### src/rtl/pio_in_edge_irq.sv
`default_nettype none
// ============================================================================
// Module : pio_in_edge_irq
// Brief  : Avalon-MM input PIO with synchronised level readback, sticky edge
//          capture and masked level interrupt.
// Rev    : 1.0
// ============================================================================
module pio_in_edge_irq #(
   parameter int               WIDTH      = 4,
   parameter int               EDGE_TYPE  = 0,
   parameter int               BIT_CLEAR  = 1,
   parameter logic [WIDTH-1:0] RESET_MASK = '0
) (
   input  logic             clk,
   input  logic             reset,
   input  logic [1:0]       address,
   input  logic             chipselect,
   input  logic             write_n,
   input  logic [31:0]      writedata,
   input  logic [WIDTH-1:0] in_port,
   output logic [31:0]      readdata,
   output logic             irq
);

   localparam logic [1:0] ADDR_DATA = 2'd0;
   localparam logic [1:0] ADDR_MASK = 2'd2;
   localparam logic [1:0] ADDR_CAP  = 2'd3;
   localparam logic [1:0] ARM_DONE  = 2'd3;

   logic [WIDTH-1:0] s1_q, s1_d;
   logic [WIDTH-1:0] s2_q, s2_d;
   logic [WIDTH-1:0] s3_q, s3_d;
   logic [WIDTH-1:0] cap_q, cap_d;
   logic [WIDTH-1:0] mask_q, mask_d;
   logic [1:0]       arm_q, arm_d;

   logic             wr_en, wr_mask, wr_cap;
   logic [WIDTH-1:0] wdata;
   logic [WIDTH-1:0] edge_raw, edge_vec, cap_clr;
   logic [31:0]      unused_wdata;

   // Only the low WIDTH bits of writedata carry register content.
   assign unused_wdata = writedata;
   assign wdata        = writedata[WIDTH-1:0];

   assign wr_en   = chipselect & ~write_n;
   assign wr_mask = wr_en && (address == ADDR_MASK);
   assign wr_cap  = wr_en && (address == ADDR_CAP);

   generate
      if (EDGE_TYPE == 0) begin : g_rise
         assign edge_raw = s2_q & ~s3_q;
      end else if (EDGE_TYPE == 1) begin : g_fall
         assign edge_raw = ~s2_q & s3_q;
      end else begin : g_any
         assign edge_raw = s2_q ^ s3_q;
      end
   endgenerate

   generate
      if (BIT_CLEAR != 0) begin : g_bit_clear
         assign cap_clr = wr_cap ? wdata : '0;
      end else begin : g_all_clear
         assign cap_clr = {WIDTH{wr_cap}};
      end
   endgenerate

   // Edges are suppressed until the sync pipeline holds real samples, so a
   // line already high at reset does not look like a fresh edge.
   assign edge_vec = (arm_q == ARM_DONE) ? edge_raw : '0;

   always_comb begin
      s1_d   = in_port;
      s2_d   = s1_q;
      s3_d   = s2_q;
      arm_d  = (arm_q == ARM_DONE) ? arm_q : arm_q + 2'd1;
      mask_d = wr_mask ? wdata : mask_q;
      // A new edge beats a same-cycle clear of that bit.
      cap_d  = edge_vec | (cap_q & ~cap_clr);
   end

   always_ff @(posedge clk) begin
      if (reset) begin
         s1_q   <= '0;
         s2_q   <= '0;
         s3_q   <= '0;
         arm_q  <= '0;
         cap_q  <= '0;
         mask_q <= RESET_MASK;
      end else begin
         s1_q   <= s1_d;
         s2_q   <= s2_d;
         s3_q   <= s3_d;
         arm_q  <= arm_d;
         cap_q  <= cap_d;
         mask_q <= mask_d;
      end
   end

   always_comb begin
      readdata = '0;
      case (address)
         ADDR_DATA: readdata[WIDTH-1:0] = s2_q;
         ADDR_MASK: readdata[WIDTH-1:0] = mask_q;
         ADDR_CAP:  readdata[WIDTH-1:0] = cap_q;
         default:   readdata = '0;
      endcase
   end

   assign irq = |(cap_q & mask_q);

endmodule
`default_nettype wire

### config.mk
export PLATFORM = sky130hd
export DESIGN_NAME = pio_in_edge_irq
export DESIGN_NICKNAME = d
export VERILOG_FILES = /design/src/rtl/pio_in_edge_irq.sv
export SDC_FILE = /design/constraint.sdc
export NUM_CORES = 1
export LEC_CHECK = 0
export CAP_MARGIN = 5
export CORE_UTILIZATION = 39
export CTS_CLUSTER_DIAMETER = 120
export DETAILED_ROUTE_END_ITERATION = 7
export GPL_TIMING_DRIVEN = 0
export PLACE_DENSITY_LB_ADDON = 0.08
export RECOVER_POWER = 25
export REMOVE_ABC_BUFFERS = 1
export SYNTH_ARGS = -nofsm -noshare
export SYNTH_HDL_FRONTEND = slang
export SYNTH_SLANG_ARGS = --single-unit
### constraint.sdc
create_clock -name clk -period 2 [get_ports clk]
set_clock_uncertainty 0.1 [all_clocks]
set_input_delay 0.4 -clock clk [delete_from_list [all_inputs] [get_ports clk]]
set_output_delay 0.4 -clock clk [all_outputs]
set_load 0.02 [all_outputs]
==> impl_metrics.tcl <==
set metrics [dict create \
    final_layout_size_suffix_gt1_share_pct 5.263 \
    power_density_mw_per_mm2 647.1 \
    port_buffers 18 \
    clkPwrFrac_pct 23.5 \
    grt_pass1_wl_um 3036 \
    min_to "s2_q[1]" \
    yosys.area_share.simple_pct 24.41 \
    die_h_um 56.74 \
    p_leak_nw 0.5499 \
    core_mm2 0.002805 \
    pwr-share-seq_pct 58.6 \
    grt_pass1_vias 686 \
    worstPathRequired_ns 1.50 \
    finalHoldViolations 0 \
    max-clock-path-buffers 2 \
    synth.distinct_cells 23 \
    synthMuxAreaShare_pct 7.709 \
    ff2ff_setup_slack_ns 0.62 \
    yosysSeqAreaShare_pct 37.69 \
    syn-cell-area_mm2 0.001169 \
    clkTransAtPathRegs_ns 0.11 \
    wire_per_inst_um 10.60 \
    critPathKind "input pin to output pin" \
    crit_path_end_kind "output pin" \
    crit_chain "clkdlybuf4s15_2 -> mux2i_1 -> o21ai_0 -> dlygate4sd2_1" \
    fmax_mhz 536.4 \
    setup-violations-final 0 \
    post_cts_buffers 0 \
    switchingPower_mw 0.2220 \
    cts_tree "done" \
    pin_count 75 \
    rows 19 \
    fin_nets 178 \
    ys_ff_latch 22 \
    cp_slowest_cell "dlygate4sd2_1" \
    outcome "finished with violations" \
    p_comb_share_pct 17.9 \
    finalCritPeriodShare_pct 93.21 \
    place_area_mm2 0.001236 \
    yosys_warnings 0 \
    final_cell_mix "conb_1, dfxtp_1, nand2b_1, nor2b_1, clkdlybuf4s50_1" \
    drv_slew 0 \
    dieArea_mm2 0.003219 \
    ir_drop_v 0.0003477 \
    fin_ws_ns 0.1358 \
    drv_cap 0 \
    viasPerCell 4.622 \
    synthAdderAreaFrac_pct 1.071 \
    cts_buffers 3 \
    synth_compound_area_share_pct 6.424 \
    hold_class "flip-flop to flip-flop" \
    startpoint_type "input pin" \
    htreeDepth 1 \
    post-route-util_pct 44.56 \
    gr-usage-all-layers_pct 12.01 \
    synthCells 119 \
    worstMarginPinSlew_ns 1.142 \
    hpwl_um 1216 \
    antenna_found_initial 0 \
    die_w_um 56.74 \
    finalWirelength_um 1739 \
    firstDrtPassIters 7 \
    relSlewSlack_pct 23.85 \
    crit_path_max_fanout 10 \
    worstPathArrival_ns 1.36 \
    r2r-end "cap_q[2]" \
    area_growth_pct 6.959 \
    cts_sinks 22 \
    drc 23 \
    min-delay-start "s1_q[1]" \
    final_area_mm2 0.001250 \
    first_iter_violations 39 \
    p_sw_share_pct 27.45 \
    overflow 0 \
    syn_avg_cell_area_um2 9.820 \
    start_util_pct 41.66 \
    place_ws_ns -0.5922 \
    root_buffer "clkbuf_4" \
    whs_path_depth 1 \
    dr_total_vias 758 \
    hold_slack_ns 0.3479 \
    ant_nets 0 \
    grt_max_degree 35 \
    reg2reg_depth 3 \
    place_congestion 0.6847 \
    max_stage_delay_ns 0.35 \
    rr_startpoint "arm_q[0]" \
    antennaDiodeCount 0 \
    synth_top_family_by_area "simple AND/OR/NAND/NOR gates" \
    violations "design-rule violations" \
    final_common_cell "conb_1" \
    synth_xor_area_share_pct 0.7495 \
    crit_buf_inv 2 \
    clkLatencyLatePin_ns 0.29 \
    critical_path.top_delay_family "buffers and inverters" \
    period_needed_ns 1.864 \
    grt_setup_unrepaired "no" \
    internal_power_mw 0.5869 \
]
layer usage:
metal | GRT usage (%) | up-vias | share of wire (%)
met5 | 0 | - | 0
met3 | 3.226 | 2 | 9.6
li1 | - | 375 | -
met1 | 15.51 | 338 | 47
met2 | 19.22 | 43 | 42
met4 | 4.181 | 0 | 1.1
worst register-to-register path: cells and delay by family (launching register included):
family	cells	cell delay, ns
AO/OA/AOI/OAI	1	0.09
adder cells (fa/ha/maj)	1	0.32
AND/OR/NAND/NOR	1	0.43
flip-flops	1	0.36
registers in the layout (all words and copies together) (netlist names):
| register | flops |
|---|---|
| s2_q | 4 |
| arm_q | 2 |
| cap_q | 4 |
| mask_q | 4 |
| s1_q | 4 |
| s3_q | 4 |
how the worst max path moves through the flow:
stage / start / to / slack [ns] / depth (start not counted)
after floorplan: address[1] / readdata[0] / 0.52 / 2
after global placement: address[1] / readdata[3] / -0.58 / 4
after detailed placement: address[1] / readdata[3] / -0.59 / 4
after CTS: cap_q[1] / irq / 0.007 / 3
after global routing: address[1] / readdata[1] / 0.03 / 4
final: address[1] / readdata[1] / 0.14 / 4
stage by stage:
stage | instances | total power, mW | TNS [ns]
floorplan | 112 | 0.5770 | 0
CTS | 164 | 0.8290 | 0
detailed placement | 161 | 0.6344 | -3.461
global route | 164 | 0.8570 | 0
finish | 164 | 0.8089 | 0
global placement | 161 | 0.6299 | -3.239
kinds of logic after synthesis:
family | Yosys count
compound gates | 10
xor+xnor | 1
fa+ha+maj | 1
buf+inv | 34
flops | 22
mux | 9
other cells | 1
simple gates | 41
synth_stat cells:
cell type	count	area [um^2]
a22oi_1	2	15.01
and4b_2	1	11.26
and4bb_1	1	12.51
buf_2	1	5.000
buf_4	29	217.7
buf_6	2	22.52
clkbuf_1	2	7.510
conb_1	1	3.750
dfxtp_1	22	440.4
ha_1	1	12.51
mux2i_1	9	90.09
nand2_1	1	3.750
nand2b_1	12	75.07
nand3_1	4	20.02
nand4bb_1	1	11.26
nor2_1	2	7.510
nor2b_1	12	75.07
o211ai_1	2	15.01
o211ai_2	2	25.02
o21ai_0	4	20.02
or3b_1	4	35.03
or4bb_1	3	33.78
xor2_1	1	8.760
repair_timing:
item | CTS | global route
cloned | 0 | 0
resized for setup | 8 | 2
hold buffers | 0 | 0
endpoints found under the setup margin | 4 | 4
area by class of cell:
cell class	count	area, um^2
Multi-Input combinational cell	90	576.8
Tap cell	31	38.79
Fill cell	273	1555
Sequential cell	22	440.4
Clock buffer	3	22.52
Timing Repair Buffer	18	171.4
power groups by stage:
| stage | Combinational [mW] | Clock [mW] | Sequential [mW] |
|---|---|---|---|
| detailed placement | 0.150 | 0 | 0.484 |
| CTS | 0.148 | 0.207 | 0.475 |
| floorplan | 0.0963 | 0 | 0.481 |
| global route | 0.162 | 0.218 | 0.477 |
| finish | 0.145 | 0.190 | 0.474 |
| global placement | 0.147 | 0 | 0.483 |
Power figures use the tool's default switching activity.
